File: src/rtl/decode_unit.sv
// rtl/decode_unit.sv - 9-bit decode stage with redirect squash, halt FSM and stall hold
// Load-use interlock is built only when DECODE_HAZARD_DETECT_EN is defined.
module decode_unit (
  input  logic       clock,
  input  logic       reset,
  input  logic [8:0] instruction_val,
  input  logic       instr_valid,
  input  logic       cond_flag,
  input  logic       stall,
  output logic       fetch_ready,
  output logic [2:0] opcode,
  output logic [2:0] rs,
  output logic [2:0] rt,
  output logic       reg_write,
  output logic       mem_read,
  output logic       mem_write,
  output logic       branch_ctrl,
  output logic       jump_ctrl,
  output logic       dec_valid,
  output logic       halted
);

  typedef enum logic {
    RUN    = 1'b0,
    HALTED = 1'b1
  } state_t;

  localparam logic [2:0] OP_ADD    = 3'd0;
  localparam logic [2:0] OP_SUB    = 3'd1;
  localparam logic [2:0] OP_LOAD   = 3'd2;
  localparam logic [2:0] OP_STORE  = 3'd3;
  localparam logic [2:0] OP_ADDI   = 3'd4;
  localparam logic [2:0] OP_BRANCH = 3'd5;
  localparam logic [2:0] OP_JUMP   = 3'd6;
  localparam logic [2:0] OP_HALT   = 3'd7;

  state_t     state;
  logic       squash;
  logic       hazard;
  logic [2:0] in_op;
  logic [2:0] in_rs;
  logic [2:0] in_rt;
  logic       accept;
  logic       take;
  logic       in_branch_taken;
  logic       in_jump;

  assign in_op = instruction_val[8:6];
  assign in_rs = instruction_val[5:3];
  assign in_rt = instruction_val[2:0];

  assign fetch_ready     = !stall && !hazard && (state == RUN);
  assign accept          = instr_valid && fetch_ready;
  // The instruction arriving while a redirect pulse is visible is wrong-path.
  assign take            = accept && !squash;
  assign in_branch_taken = (in_op == OP_BRANCH) && cond_flag;
  assign in_jump         = (in_op == OP_JUMP);

`ifdef DECODE_HAZARD_DETECT_EN
  logic hazard_q;
  logic reads_dest;

  always_comb begin
    reads_dest = 1'b0;
    case (in_op)
      OP_ADD, OP_SUB, OP_STORE: reads_dest = (in_rs == rs) || (in_rt == rs);
      OP_ADDI:                  reads_dest = (in_rs == rs);
      default:                  reads_dest = 1'b0;
    endcase
  end

  // hazard_q caps the interlock at one bubble per load-use pair.
  assign hazard = instr_valid && dec_valid && (opcode == OP_LOAD) && reads_dest &&
                  !hazard_q && (state == RUN);

  always_ff @(posedge clock) begin
    if (reset) begin
      hazard_q <= 1'b0;
    end else if (!stall) begin
      hazard_q <= hazard;
    end
  end
`else
  assign hazard = 1'b0;
`endif

  always_ff @(posedge clock) begin
    if (reset) begin
      state       <= RUN;
      halted      <= 1'b0;
      squash      <= 1'b0;
      dec_valid   <= 1'b0;
      opcode      <= 3'd0;
      rs          <= 3'd0;
      rt          <= 3'd0;
      reg_write   <= 1'b0;
      mem_read    <= 1'b0;
      mem_write   <= 1'b0;
      branch_ctrl <= 1'b0;
      jump_ctrl   <= 1'b0;
    end else if (!stall) begin
      if (take) begin
        dec_valid   <= 1'b1;
        opcode      <= in_op;
        rs          <= in_rs;
        rt          <= in_rt;
        reg_write   <= (in_op == OP_ADD) || (in_op == OP_SUB) ||
                       (in_op == OP_LOAD) || (in_op == OP_ADDI);
        mem_read    <= (in_op == OP_LOAD);
        mem_write   <= (in_op == OP_STORE);
        branch_ctrl <= in_branch_taken;
        jump_ctrl   <= in_jump;
        squash      <= in_branch_taken || in_jump;
        if (in_op == OP_HALT) begin
          state  <= HALTED;
          halted <= 1'b1;
        end
      end else begin
        dec_valid   <= 1'b0;
        opcode      <= 3'd0;
        rs          <= 3'd0;
        rt          <= 3'd0;
        reg_write   <= 1'b0;
        mem_read    <= 1'b0;
        mem_write   <= 1'b0;
        branch_ctrl <= 1'b0;
        jump_ctrl   <= 1'b0;
        squash      <= 1'b0;
      end
    end
  end

endmodule

File: config.mk
export PLATFORM = sky130hd
export DESIGN_NAME = decode_unit
export DESIGN_NICKNAME = d
export VERILOG_FILES = /design/src/rtl/decode_unit.sv
export SDC_FILE = /design/constraint.sdc
export NUM_CORES = 1
export LEC_CHECK = 0
export ABC_CLOCK_PERIOD_IN_PS = 3150
export CORE_MARGIN = 8
export CORE_UTILIZATION = 40
export CTS_CLUSTER_DIAMETER = 100
export DETAILED_ROUTE_END_ITERATION = 6
export HOLD_SLACK_MARGIN = 0.03
export PLACE_DENSITY = 0.78
export SLEW_MARGIN = 15
export SYNTH_ARGS = -nofsm -noshare
export SYNTH_HDL_FRONTEND = slang
export SYNTH_SLANG_ARGS = --single-unit
File: constraint.sdc
create_clock -name clock -period 3.15 [get_ports clock]
set_clock_uncertainty 0.05 [all_clocks]
set_input_delay 0.4725 -clock clock [delete_from_list [all_inputs] [get_ports clock]]
set_output_delay 0.4725 -clock clock [all_outputs]
set_load 0.05 [all_outputs]
==> reports/metrics.cfg, run 1 <==
[timing]
fmaxAchievable_mhz = 475.2
fin_hold_ws_ps = 417.5
drv_slew = 0
max_slew_margin_pct = 44.18
fin_crit_ps = 2104
setup_tns_ps = 0
hold_violations = 0
rsz0062_at_grt = false
setup_viol = 0
fin_crit_sh_pct = 66.81
tightest_slew_ps = 833.8

[critical_path]
cp-endpoint = halted
path_delay_family = buffers and inverters
crit_cells = 1
reg2reg_depth = 3
path_class = reg2out
crit_slowest_cell = clkdlybuf4s50_1
path_max_fanout = 4
timing.rr.end = squash$_SDFFE_PP0N_
endpoint_kind = output pin
crit_chain = clkdlybuf4s50_1
cp_data_required_time_ps = 2630
start_kind = flop
slowest_delay_ps = 850
crit_buf_inv = 1
cp-startpoint = state$_SDFFE_PP0P_
worst_ep_arrival_time_ps = 1580
reg2reg_slack_ps = 1530
r2r-start = squash$_SDFFE_PP0N_

[synthesis]
netlist_area_um2 = 673.1
synth-seq-cells = 17
synthMuxAreaShare_pct = 0
yosysWarnings = 0
synth-simple-area-share_pct = 21.00
synth_compound_area_share_pct = 20.63
synthAdderAreaFrac_pct = 0
ys_seq_area_share_pct = 50.56
syn_area_per_cell_um2 = 9.616
synth_cells = 70
synth.net_count = 84
synth-xor-area-share_pct = 0
synth_top_family_by_area = simple AND/OR/NAND/NOR gates
ys_types = 21

[finish]
mostFrequentLayoutCells = clkdlybuf4s50_1, dfxtp_1, nor2_1, a22oi_1
areaGrowthSynthToFinish_pct = 44.61
diodes = 0
layout_commonest_cell = clkdlybuf4s50_1
nets = 112
stdcell_count = 114
drive_gt1_share_pct = 7.216

[clock_network]
clkSlewWorstSetupHoldPaths_ps = 90
cts_tree = yes
cts.repair.resized = 0
worstSkewPairLatency_ps = 280
cts_buffers = 3
clk_path_buf_depth = 2
clock-sinks = 17
cts_root_buf = clkbuf_4
post_cts_buffers = 0
holdBufCountCts = 0
cts_max_level = 1

[routing]
wl_met2_um = 825
ant_nets = 0
post-route-drc-count = 0
wl_met1_um = 681
finalWirelength_um = 1599
via_per_inst = 5.289
wl_per_cell_um = 14.03
drt_iter0_drc = 14
topRoutingLayerUsed = met4
num_vias = 603
dr.pass1.iters = 5
route.met3.wl_um = 73

[die]
ios = 31
num_rows = 15
die-area_um2 = 3251
initial_utilization_pct = 40.76
core_um2 = 1652
die_w_um = 57.02
die_h_um = 57.02

[global_route]
grtUsageTotal_pct = 9.699
grt_pass1_wl_um = 2635
grt_antenna_before_repair = 0
grt_pass1_vias = 591
grt_max_degree = 18
overflow = 0

[run]
maxCapViolCount = 0

[placement]
place_congestion = 0.6972
dpl.hpwl_um = 1204
port_buffers = 30
dp.cells = 110

[min_path]
min_path_type = reg2reg
min_from = mem_write$_SDFFE_PP0N_
hold-path-cell-count = 2

[status]
status = completed

[power_and_ir_drop]
p_per_area_nw_per_um2 = 438.2
peakVddDrop_v = 0.0003222
p_leak_nw = 0.3529

flip-flops by register name (all words and copies together) (netlist names):
register,flops
state,1
jump_ctrl,1
mem_read,1
reg_write,1
branch_ctrl,1
opcode,3
rt,3
mem_write,1
dec_valid,1
rs,3
squash,1
tightest hold or removal path: stages, from the launching register on:
cell	delay (ps)
dfxtp_1	320
nand2_1	50
a21oi_1	50
through the flow:
stage                     cell area [um2]  power [mW]  util [%]  worst slack, ps
after floorplan                     673.1      0.2866         -             1215
after global placement              947.2      0.3176     57.35            952.6
after detailed placement            947.2      0.3179     57.35            910.2
after CTS                           973.4      0.4307     58.94             1032
after global routing                973.4      0.4457     58.94            978.2
final                               973.4      0.4266     58.94             1046
logic make-up after synthesis:
| kind of cell | Yosys count |
|---|---|
| AO/OA/AOI/OAI | 19 |
| buffers and inverters | 8 |
| flip-flops | 17 |
| AND/OR/NAND/NOR | 26 |
layout make-up:
cell class              instances  area, um2
clock buffers                   4      26.28
fillers                       156      678.2
multi-input cells              45      280.3
flip-flops and latches         17      340.3
well taps                      17      21.27
repair buffers                 31      305.3
where the power goes:
part | switching, mW | internal (mW)
combinational | 0.0504 | 0.0364
clock | 0.0648 | 0.0492
sequential | 0.00401 | 0.222
synthesized netlist by cell type, drive strengths merged:
cell	n	area [um2]
nor4b	1	23.77
nor2	16	60.06
a32oi	2	17.52
dfxtp	17	340.3
a22oi	10	80.07
nand2	4	15.01
a21oi	4	20.02
o21ai	1	5.000
a41oi	1	8.760
buf	6	43.79
nand4b	2	17.52
clkbuf	2	8.750
o211ai	1	7.510
and4b	1	10.01
and3b	1	8.760
nor2b	1	6.260
worst min path at each step:
stage / to
6_report: mem_write$_SDFFE_PP0N_
4_1_cts: jump_ctrl$_SDFFE_PP0N_
2_1_floorplan: squash$_SDFFE_PP0N_
5_1_grt: jump_ctrl$_SDFFE_PP0N_
3_5_place_dp: jump_ctrl$_SDFFE_PP0N_
3_3_place_gp: mem_write$_SDFFE_PP0N_
metal layers:
| metal | vias up | global-route usage, % |
|---|---|---|
| li1 | 303 | - |
| met1 | 280 | 10.57 |
| met2 | 17 | 16.90 |
| met3 | 3 | 2.882 |
| met4 | 0 | 4.027 |
| met5 | - | 0 |
No activity file was read; power rests on OpenSTA's default activity.
==> inputs of run 2 (changes only) <==
ABC_CLOCK_PERIOD_IN_PS = 1900   (was 3150)
CORE_UTILIZATION = 35   (was 40)
PLACE_DENSITY = 0.72   (was 0.78)
clock period = 1.9 ns   (was 3.15 ns; I/O delays follow)
==> reports/metrics.cfg, run 2 (synthesis gave the netlist of run 1 again) <==
[routing]
finalWirelength_um = 1703  ; +6.5%
drt_iter0_drc = 16  ; +2
post-route-drc-count = 0  ; unchanged
ant_nets = 0  ; unchanged
dr.pass1.iters = 4  ; -1
num_vias = 632  ; +4.8%
via_per_inst = 4.938  ; -6.7%
wl_per_cell_um = 13.30  ; -5.1%

[timing]
fmaxAchievable_mhz = 561.9
drv_slew = 0  ; unchanged
setup_tns_ps = 0  ; unchanged
setup_ws_ps = 120.3  ; -925.3 ps
fin_crit_ps = 1780
hold_violations = 0  ; unchanged
rsz0062_at_grt = false
tightest_slew_ps = 514.3  ; -319.5 ps
fin_hold_ws_ps = 412.6  ; -4.945 ps
fin_crit_sh_pct = 93.67
max_slew_margin_pct = 65.61  ; +21 points
setup_viol = 0  ; unchanged

[critical_path]
crit_slowest_cell = clkdlybuf4s50_1
timing.rr.end = jump_ctrl$_SDFFE_PP0N_
endpoint_kind = output pin
crit_cells = 1  ; unchanged
path_max_fanout = 2  ; -2
path_class = reg2out
slowest_delay_ps = 820  ; -30 ps
crit_chain = clkdlybuf4s50_1
worst_ep_arrival_time_ps = 1440  ; -140 ps
crit_buf_inv = 1  ; unchanged
reg2reg_slack_ps = 700  ; -830 ps
reg2reg_depth = 4  ; +1
start_kind = flop
r2r-start = squash$_SDFFE_PP0N_
path_delay_family = buffers and inverters
cp_data_required_time_ps = 1560  ; -1070 ps

[placement]
dp_slack_ps = 204.3  ; -706.0 ps
dp.cells = 124  ; +13%
place_congestion = 0.7500  ; +7.6%
port_buffers = 30  ; unchanged
dpl_cell_area_um2 = 999.7  ; +5.5%

[global_route]
grt_pass1_wl_um = 2580  ; -2.1%
grt_use_met1_pct = 10.00  ; -0.57 points
grtUsageTotal_pct = 9.446  ; -0.25 points
overflow = 0  ; unchanged
grt_pass1_vias = 607  ; +2.7%
top_usage_layer = met2
grt_max_degree = 12  ; -6
met2_usage_pct = 15.85  ; -1.1 points
grt_antenna_before_repair = 0  ; unchanged
gr-usage-met3_pct = 2.796  ; -0.087 points

[min_path]
hold-path-cell-count = 2  ; unchanged
min_path_type = reg2reg
min_from = mem_write$_SDFFE_PP0N_
whs_endpoint = mem_write$_SDFFE_PP0N_

[finish]
top_regs = opcode (3), rs (3), rt (3)
nets = 116  ; +3.6%
stdcell_count = 128  ; +12%
final_area_um2 = 1026  ; +5.4%
drive_gt1_share_pct = 11.88  ; +4.7 points
fin_util_pct = 54.52  ; -4.4 points
layout_commonest_cell = clkdlybuf4s50_1
diodes = 0  ; unchanged
mostFrequentLayoutCells = clkdlybuf4s50_1, dfxtp_1, nor2_1, a22oi_1, buf_4
areaGrowthSynthToFinish_pct = 52.42

[clock_network]
cts.repair.resized = 0  ; unchanged
cts_buffers = 3  ; unchanged
holdBufCountCts = 0  ; unchanged
cts_tree = yes
worstSkewPairLatency_ps = 280  ; about the same
cts_max_level = 1  ; unchanged
cts_root_buf = clkbuf_4
post_cts_buffers = 0  ; unchanged
clock-sinks = 17  ; unchanged
clk_path_buf_depth = 2  ; unchanged
clkSlewWorstSetupHoldPaths_ps = 90  ; about the same

[power_and_ir_drop]
p_leak_nw = 0.3793  ; +7.5%
total_power_mw = 0.7135  ; +67%
peakVddDrop_v = 0.0004558  ; +41%
p_per_area_nw_per_um2 = 695.4  ; +59%

[die]
core_um2 = 1882  ; +14%
num_rows = 16  ; +1
die_w_um = 59.86  ; +5.0%
initial_utilization_pct = 35.77  ; -5.0 points
die-area_um2 = 3583  ; +10%
die_h_um = 59.86  ; +5.0%
ios = 31  ; unchanged

[status]
status = completed

[run]
maxCapViolCount = 0  ; unchanged

[run 2: cell types whose count changed in the layout (fill, tap and decap cells not counted)]
| cell | change |
|---|---|
| buf_12 | +1 |
| buf_4 | +4 |
| clkdlybuf4s50_1 | -1 |
[run 2: cell type report]
| cell class | instances | area [um2] |
|---|---|---|
| clock buffer | 4 | 26.28 |
| timing repair buffer | 35 | 345.3 |
| multi-input combinational | 45 | 280.3 |
| sequential | 17 | 340.3 |
| fill | 178 | 855.8 |
| tap | 27 | 33.78 |
[run 2: worst max path at each step]
| stage | from | endpoint | slack, ps |
|---|---|---|---|
| after floorplan | state$_SDFFE_PP0P_ | fetch_ready | 330 |
| after global placement | stall | jump_ctrl$_SDFFE_PP0N_ | 280 |
| after detailed placement | stall | jump_ctrl$_SDFFE_PP0N_ | 200 |
| after CTS | rs[1]$_SDFFE_PP0N_ | rs[1] | 100 |
| after global routing | rt[0]$_SDFFE_PP0N_ | rt[0] | 50 |
| final | opcode[1]$_SDFFE_PP0N_ | opcode[1] | 120 |
[run 2: power breakdown]
| group | internal [mW] | switching [mW] |
|---|---|---|
| registers | 0.368 | 0.00666 |
| clock network | 0.0814 | 0.102 |
| logic | 0.0688 | 0.0870 |
| total | 0.518 | 0.196 |
[run 2: routing by layer]
layer | wire length [um] | share of wire (%)
met5 | 0 | 0
met4 | 0 | 0
met3 | 142 | 8.3
met2 | 873 | 51
met1 | 687 | 40
==> inputs of run 3 (changes only) <==
CAP_MARGIN = 30   (was default)
==> results of run 3 <==
Same layout as run 2: the final DEF is identical, and so are final timing and power.
